[config.mk]
export PLATFORM = sky130hd
export DESIGN_NAME = int_isq_dispatch
export DESIGN_NICKNAME = d
export VERILOG_FILES = /design/src/rtl/int_isq_dispatch.sv
export SDC_FILE = /design/constraint.sdc
export NUM_CORES = 1
export LEC_CHECK = 0
export ABC_AREA = 1
export ABC_CLOCK_PERIOD_IN_PS = 33000
export BUFFER_PORTS_ARGS = -buffer_cell sky130_fd_sc_hd__buf_4
export CAP_MARGIN = 40
export CORE_MARGIN = 1
export CORE_UTILIZATION = 30
export DETAILED_ROUTE_END_ITERATION = 6
export PLACE_DENSITY_LB_ADDON = 0.1
export SLEW_MARGIN = 25
export SYNTH_ARGS = -nofsm -noshare
export SYNTH_HDL_FRONTEND = slang
export SYNTH_SLANG_ARGS = --single-unit
[constraint.sdc]
create_clock -name clock -period 33 [get_ports clock]
set_input_delay 6.6 -clock clock [delete_from_list [all_inputs] [get_ports clock]]
set_output_delay 6.6 -clock clock [all_outputs]
set_load 0.005 [all_outputs]
[src/rtl/int_isq_dispatch.sv]
// -----------------------------------------------------------------------------
// int_isq_dispatch
//   Producer side of the integer issue-queue enqueue interface. Renamed uops
//   from dispatch land in a 2-entry in-order skid buffer (slot 0 is the oldest)
//   and are presented to int_isq on enq_*. Buffered condition bits are kept
//   current with wakeup broadcasts, and buffered or incoming uops younger than a
//   flush point are discarded, so int_isq never receives a stale or flushed uop.
//
// Ports
//   clock, reset_n          clock and synchronous active-low reset
//   in_*                    uop offered by dispatch (valid/ready handshake)
//   enq_*                   uop presented to int_isq (valid/ready handshake)
//   update_condition_*      wakeup broadcast: robid match, mask, new bit values
//   flush_valid/_robid      kill every uop strictly younger than flush_robid
// -----------------------------------------------------------------------------
`ifndef ROB_SIZE_LOG
`define ROB_SIZE_LOG 4
`endif

module int_isq_dispatch #(
    parameter int DATA_WIDTH      = 248,
    parameter int CONDITION_WIDTH = 2,
    parameter int INDEX_WIDTH     = 4
) (
    input  logic                       clock,
    input  logic                       reset_n,
    input  logic [DATA_WIDTH-1:0]      in_data,
    input  logic [CONDITION_WIDTH-1:0] in_condition,
    input  logic [INDEX_WIDTH-1:0]     in_index,
    input  logic [`ROB_SIZE_LOG:0]     in_robid,
    input  logic                       in_valid,
    output logic                       in_ready,
    output logic [DATA_WIDTH-1:0]      enq_data,
    output logic [CONDITION_WIDTH-1:0] enq_condition,
    output logic [INDEX_WIDTH-1:0]     enq_index,
    output logic                       enq_valid,
    input  logic                       enq_ready,
    input  logic                       update_condition_valid,
    input  logic [`ROB_SIZE_LOG:0]     update_condition_robid,
    input  logic [CONDITION_WIDTH-1:0] update_condition_mask,
    input  logic [CONDITION_WIDTH-1:0] update_condition_in,
    input  logic                       flush_valid,
    input  logic [`ROB_SIZE_LOG:0]     flush_robid
);

    localparam int RW = `ROB_SIZE_LOG + 1;   // robid width including wrap bit
    localparam int IW = RW - 1;              // robid index part

    // Stored entries, slot 0 = head = oldest
    logic [DATA_WIDTH-1:0]      r_data  [2];
    logic [CONDITION_WIDTH-1:0] r_cond  [2];
    logic [INDEX_WIDTH-1:0]     r_index [2];
    logic [RW-1:0]              r_robid [2];
    logic [1:0]                 r_valid;

    // Wakeup-merged conditions and kill flags for stored and incoming uops
    logic [CONDITION_WIDTH-1:0] w_cond_m [2];
    logic [1:0]                 w_kill;
    logic [CONDITION_WIDTH-1:0] w_in_cond_m;
    logic                       w_in_kill;

    // Handshake decisions
    logic                       w_enq_valid;
    logic                       w_in_ready;
    logic                       w_pop;
    logic                       w_push;

    // State after kill and pop, before push
    logic [DATA_WIDTH-1:0]      w_s_data  [2];
    logic [CONDITION_WIDTH-1:0] w_s_cond  [2];
    logic [INDEX_WIDTH-1:0]     w_s_index [2];
    logic [RW-1:0]              w_s_robid [2];
    logic [1:0]                 w_s_valid;
    logic [1:0]                 w_keep;
    logic [1:0]                 w_wr;

    // a is strictly younger than f, wrap bit decides which index order applies
    function automatic logic f_younger(input logic [RW-1:0] a, input logic [RW-1:0] f);
        logic res;
        if (a[RW-1] == f[RW-1]) begin
            res = (a[IW-1:0] > f[IW-1:0]);
        end else begin
            res = (a[IW-1:0] < f[IW-1:0]);
        end
        return res;
    endfunction

    // Overwrite the masked condition bits when the wakeup targets this uop
    function automatic logic [CONDITION_WIDTH-1:0] f_merge(
        input logic [CONDITION_WIDTH-1:0] cond,
        input logic                       hit,
        input logic [CONDITION_WIDTH-1:0] mask,
        input logic [CONDITION_WIDTH-1:0] val
    );
        logic [CONDITION_WIDTH-1:0] res;
        if (hit) begin
            res = (cond & ~mask) | (val & mask);
        end else begin
            res = cond;
        end
        return res;
    endfunction

    // Wakeup merge and flush kill evaluation for every stored entry and the incoming uop
    always_comb begin
        for (int i = 0; i < 2; i++) begin
            w_cond_m[i] = f_merge(r_cond[i],
                                  update_condition_valid && (r_robid[i] == update_condition_robid),
                                  update_condition_mask, update_condition_in);
            w_kill[i]   = flush_valid & f_younger(r_robid[i], flush_robid);
        end
        w_in_cond_m = f_merge(in_condition,
                              update_condition_valid && (in_robid == update_condition_robid),
                              update_condition_mask, update_condition_in);
        w_in_kill   = flush_valid & f_younger(in_robid, flush_robid);
    end

    // Handshakes; slot 1 occupied means the buffer is full because entries stay compacted
    always_comb begin
        w_in_ready  = reset_n & ~r_valid[1];
        w_enq_valid = reset_n & r_valid[0] & ~w_kill[0];
        w_pop       = w_enq_valid & enq_ready;
        w_push      = in_valid & w_in_ready & ~w_in_kill;
    end

    // Next state: wakeup, kill, pop (shift), then choose the slot the push lands in
    always_comb begin
        w_keep = r_valid & ~w_kill;
        w_s_data[1]  = r_data[1];
        w_s_cond[1]  = w_cond_m[1];
        w_s_index[1] = r_index[1];
        w_s_robid[1] = r_robid[1];
        if (w_pop) begin
            w_s_data[0]  = r_data[1];
            w_s_cond[0]  = w_cond_m[1];
            w_s_index[0] = r_index[1];
            w_s_robid[0] = r_robid[1];
            w_s_valid    = {1'b0, w_keep[1]};
        end else begin
            w_s_data[0]  = r_data[0];
            w_s_cond[0]  = w_cond_m[0];
            w_s_index[0] = r_index[0];
            w_s_robid[0] = r_robid[0];
            w_s_valid    = w_keep;
        end
        // Accept implies slot 1 was empty, so after kill/pop the first free slot is safe
        if (w_push) begin
            w_wr = w_s_valid[0] ? 2'b10 : 2'b01;
        end else begin
            w_wr = 2'b00;
        end
    end

    // Entry storage update with synchronous reset
    always_ff @(posedge clock) begin
        if (!reset_n) begin
            for (int i = 0; i < 2; i++) begin
                r_data[i]  <= {DATA_WIDTH{1'b0}};
                r_cond[i]  <= {CONDITION_WIDTH{1'b0}};
                r_index[i] <= {INDEX_WIDTH{1'b0}};
                r_robid[i] <= {RW{1'b0}};
            end
            r_valid <= 2'b00;
        end else begin
            for (int i = 0; i < 2; i++) begin
                if (w_wr[i]) begin
                    r_data[i]  <= in_data;
                    r_cond[i]  <= w_in_cond_m;
                    r_index[i] <= in_index;
                    r_robid[i] <= in_robid;
                    r_valid[i] <= 1'b1;
                end else begin
                    r_data[i]  <= w_s_data[i];
                    r_cond[i]  <= w_s_cond[i];
                    r_index[i] <= w_s_index[i];
                    r_robid[i] <= w_s_robid[i];
                    r_valid[i] <= w_s_valid[i];
                end
            end
        end
    end

    // Outputs: head fields, with condition bypassing the current-cycle wakeup
    always_comb begin
        in_ready  = w_in_ready;
        enq_valid = w_enq_valid;
        if (reset_n) begin
            enq_data      = r_data[0];
            enq_condition = w_cond_m[0];
            enq_index     = r_index[0];
        end else begin
            enq_data      = {DATA_WIDTH{1'b0}};
            enq_condition = {CONDITION_WIDTH{1'b0}};
            enq_index     = {INDEX_WIDTH{1'b0}};
        end
    end

endmodule

### Word level (Yosys, flattened, before mapping)

Memories as Yosys holds them, arrays and structs flattened.
Cells that the tools add are included.
W data, S select, Z words.

| cells by class | value |
|---|---|
| reductions and logical operators | 3 |
| equal/unequal tests | 6 |
| bitwise operators | 38 |
| muxes and demuxes | 47 |
| order comparisons | 6 |

Operators by type and width:

| operator | count |
|---|---|
| $mux W248 | 6 |
| $mux W5 | 5 |
| $mux W2 | 12 |
| $mux W4 | 6 |
| $mux W1 | 18 |
| $or A1 B1 Y1 | 16 |
| $eq A5 B5 Y1 | 3 |
| $gt A4 B4 Y1 | 3 |
| $lt A4 B4 Y1 | 3 |
| $and A2 B2 Y2 | 5 |
| $and A1 B1 Y1 | 9 |
| $or A2 B2 Y2 | 3 |
| $not A2 Y2 | 2 |
| $eq A1 B1 Y1 | 3 |
| $logic_and A1 B1 Y1 | 3 |
| $not A1 Y1 | 3 |

| storage, ports and cells | value |
|---|---|
| output and inout bits | 256 |
| input bits | 279 |
| register bits after elaboration | 2 |
| RAM bits | 518 |
| memories | 4 |
| word-level logic and storage cells | 105 |

Memories:

| memory | words | width | read ports | clocked after memory_dff | write ports | line | RTL |
|---|---|---|---|---|---|---|---|
| r_data | 2 | 248 | 2 | 0 | 2 | 50 | `logic [DATA_WIDTH-1:0] r_data [2];` |
| r_robid | 2 | 5 | 2 | 0 | 2 | 53 | `logic [RW-1:0] r_robid [2];` |
| r_index | 2 | 4 | 2 | 0 | 2 | 52 | `logic [INDEX_WIDTH-1:0] r_index [2];` |
| r_cond | 2 | 2 | 2 | 0 | 2 | 51 | `logic [CONDITION_WIDTH-1:0] r_cond [2];` |

### Longest topological paths before layout

| logic depth | value |
|---|---|
| depth after elaboration | 14 |
| gate-level depth with buffers | 19 |
| depth with buffers taken out | 16 |

### Worst setup path before layout

OpenSTA, ideal clock, no wires.

| timing | value |
|---|---|
| path kind | input port to flip-flop |
| from | input port flush_robid[3] |
| to | memory r_data[0][0], enable pin |
| arrival | 13.821 ns |
| required time | 30.391 ns |
| buffers on the path | 3 |
| library setup time | 2.609 ns |
| path slack | 16.570 ns |
| stages on the path | 13 |
| cell sequence | inv_1 ha_1 a21oi_1 nand3_1 nand3_2 nand2_1 nor2_2 nand2_1 nand3_1 buf_6 buf_6 buf_2 nand3_1 |

RTL lines:

| item | line | RTL |
|---|---|---|
| start, declared | 43 | `` input logic [`ROB_SIZE_LOG:0] flush_robid `` |
| end, declared | 50 |  |

### Worst setup path after layout

| timing | value |
|---|---|
| from | input port reset_n |
| to | output port enq_data[116] |

| on the way | value |
|---|---|
| longest elaborated chain between the ends | 1 |

RTL lines:

| item | line | RTL |
|---|---|---|
| start, declared | 26 | `input logic reset_n,` |
| $mux W248 | 187 | `if (reset_n) begin` |
| end, declared | 33 | `output logic [DATA_WIDTH-1:0] enq_data,` |

Every way passes these cells.

==> run summary <==
After routing the design area is 31130 µm². The slowest stage of the critical path belongs to the cell buf_4. TritonCTS built the clock tree. The instance count of the mapped netlist came out at 2644. The flow ran to the end, but the final reports show violations. Summed over all layers, the global routing overflow is 0.

Number of fillers in the final layout: 8266. The path class of the tightest hold or removal check is reg -> reg. Relative to the synthesized area, the layout overhead comes to 27.75%. The clock-pin transition on the worst setup and hold timing paths is 0.06 ns. The logs give 4231 for the count of non-filler cells in the finished layout and 0.00003845 V for the worst voltage drop across the vdd grid. The root buffer cell chosen for the clock tree is clkbuf_16. The total of hold buffers inserted after clock tree synthesis was 0.

The average size of a mapped cell is 9.217 µm², and the detailed-routing iteration count for the pre-antenna-repair pass is 7. In the routed design, unresolved DRC markers number 6. The via total after detailed routing was 18310; the sequential area share after synthesis was 63.99%.

For this run, the slowest stage of the critical path takes 0.68 ns. In the final layout, the share of cells above drive strength 1 is 20.15%. The worst setup path is captured at an output pin.

Power spread over the standard cell area amounts to 53.05 nW/µm². The number of distinct library cell variants in the gate-level netlist after synthesis was 28. The setup TNS is 0 ns, and the number of buffers inserted during clock tree synthesis is 61. The clock tree buffer depth is 3. The count of antenna diodes in the layout was 0; the flip-flop and latch count after synthesis was 520. The number of DRC violations after detailed-routing iteration 0 was 1097; the placed wire-length estimate after detailed placement was 43.94 mm. Along the worst path, the maximum fanout reaches 228. The analysis attributes to cell leakage a power of 16.97 nW. The count of buffers from port buffering works out to 534. Clock net sink count: 520. For this run, the number of Yosys warnings is 0.

The number of cells upsized or downsized after cts was 0. The number of buffers and inverters on the critical path is 7. The floorplan has 104 rows. Across the run, the number of max-cap violations was 0. During I/O placement, the number of pins put on the boundary was 535. The synthesized design contains 518 enable-type register cells. The proportion of register bits with asynchronous set or reset after synthesis was 0%. The x dimension of the die is 287.0 µm. The most numerous cell type found on the critical path is buf_4. For this run, the total global-route usage over all layers was measured as 15.84%. The run gives 3414 as the final-stage net count. The number of setup buffers added after CTS is 0.

The actual slew at the worst max-slew pin is 1.089 ns, and the post-placement cell count is 4119. The via count of the first global-routing pass was 18040. The initial antenna violation count was 4; the power consumption was 0.001652 W. In this design, the largest share of critical-path delay is due to buffers and inverters.

The startpoint kind of the worst setup timing path is an input pin. The congestion estimate from routability-driven global placement came to 0.8278. In the final routed layout, each cell accounts on average for 16.02 µm. For the worst setup path, the data arrival time is 9.97 ns. Worst path required time: 26.40 ns. The critical path is of the in -> out type.

The checks that failed: design-rule violations. Setup repair after global routing left no endpoint under its margin. Based on the critical path, the design can be clocked at up to 60.37 MHz. Normalized max-slew margin: 27.40%. In this run the standard cell core region covers 80420 µm².

Across all hold checks on the routed design, the worst slack comes to 0.5409 ns. For the count of final max-slew check failures, the log shows 0. The signal on the critical path passes through buf_8, buf_4, buf_4, buf_16, buf_12, nand2_1, inv_1, buf_4.

The worst path needs 16.57 ns of the cycle, external delays included. Between clock sinks in the finished design, the worst skew comes to 0.02020 ns. The die boundary height is 287.0 µm, and the pin count of the biggest net entering global routing is 229. The die covers 82370 µm². The logs give 0 for the count of final setup violators and 103.0 mm for the global-route wire length before repair. The final critical path takes up 50.20% of the cycle.

The detailed-route vias per instance was 4.327. The total count of hold-check failures in the final report was 0. In the synthesized netlist the dominant register cell turns out to be edfxtp_1. Summing every instance area after synthesis gives 24370 µm². The logs give 0 for the post-route antenna net violation count and 29320 µm² for the cell area reported after detailed placement.

The H-tree generated during clock tree synthesis spans 2 levels. After detailed routing, the total wire length is 67.76 mm. The initial utilization of the core area, before any placement, comes to 30.30%.

Insertion delay of the later-clocked pin in the worst-skew pair: 0.63 ns.
[cells in the final DEF (no fill, tap or decap), types with 3 or more instances in the layout]
master,count
clkbuf_1,19
buf_12,7
o21ai_0,16
a21oi_1,6
nor2_1,18
clkbuf_16,61
nand3_1,270
inv_1,549
ha_1,12
nand4_1,4
clkinv_1,17
clkinv_2,7
conb_1,4
nand2_1,1084
xnor2_1,3
buf_16,5
edfxtp_1,518
buf_4,543
[stage by stage]
stage	worst slack [ns]	utilization (%)
finish	16.43	38.71
floorplan	16.57	-
global placement	16.25	36.24
global route	16.11	38.71
CTS	16.40	38.69
detailed placement	16.41	36.46
[layer usage]
layer  global-route usage (%)  up-vias  wire length, µm
li1                         -     9125                -
met2                    26.42      474            32570
met1                    20.33     8602            29080
met3                    4.032      100             4567
met5                        0        -               55
met4                    4.202        8             1489
[worst register-to-register path: stages, from the launching register on]
cell and delay, ns:
edfxtp_1 0.46, ha_1 0.35, a21oi_1 0.20, nand3_1 0.12
nand3_2 0.14, nand3_2 0.18, nand2_1 0.16, nand3_4 0.33
nand2_8 0.39, buf_4 0.68, buf_4 0.84, nand2_1 0.17
nand2_1 0.12
[final cells by class]
| cell class | count | area (µm²) | area share, % |
|---|---|---|---|
| multi-input cells | 1435 | 5987 | 19.23 |
| well taps | 1060 | 1326 | 4.260 |
| repair buffers | 556 | 4369 | 14.03 |
| clock buffers | 80 | 1598 | 5.132 |
| inverters | 549 | 2061 | 6.620 |
| flip-flops and latches | 520 | 15600 | 50.09 |
| clock inverters | 31 | 195.2 | 0.6270 |
[final timing paths]
check / depth (start not counted) / to / start / slack (ns)
worst max-delay path: 8 / enq_data[116] / reset_n / 16.43
worst min-delay path: 2 / r_data[0][68] / r_data[1][68] / 0.54
worst max register to register: 12 / r_data[0][108] / r_robid[0][3] / 28.74
worst min register to register: 2 / r_data[0][68] / r_data[1][68] / 0.54
[report_power, final]
part | internal, W | switching, W | total (W) | leakage (nW)
sequential | 0.000799 | 0.0000199 | 0.000819 | 5.34
combinational | 0.0000867 | 0.000124 | 0.000211 | 10.8
clock | 0.000346 | 0.000276 | 0.000622 | 0.869
total | 0.00123 | 0.000420 | 0.00165 | 17.0
[synthesized netlist by cell type (3+ instances only)]
library cell / count / share of area [%]
ha_1: 12 / 0.62
buf_2: 29 / 0.60
nand4_1: 4 / 0.10
nor2_1: 18 / 0.28
nand2_1: 1085 / 17
nand3_1: 272 / 5.6
xnor2_1: 3 / 0.11
inv_1: 549 / 8.5
buf_6: 26 / 1.2
o21ai_0: 16 / 0.33
a21oi_1: 6 / 0.12
buf_4: 3 / 0.092
edfxtp_1: 518 / 64
clkbuf_1: 85 / 1.3
[cells by family after synthesis]
group	after synthesis	synth area share (%)
buffers and inverters	692	11.65
adders and majority gates	12	0.6161
other	1	0.01539
DFF	520	63.99
AOI/OAI and AO/OA	28	0.6316
and+or+nand+nor	1386	22.91
xor gates and xnor gates	5	0.1797
[flip-flops by register name (all words and copies together), names as in the netlist]
name and flops:
r_valid 2, r_cond 4, r_data 496, r_index 8
r_robid 10
Power figures use the tool's default switching activity.
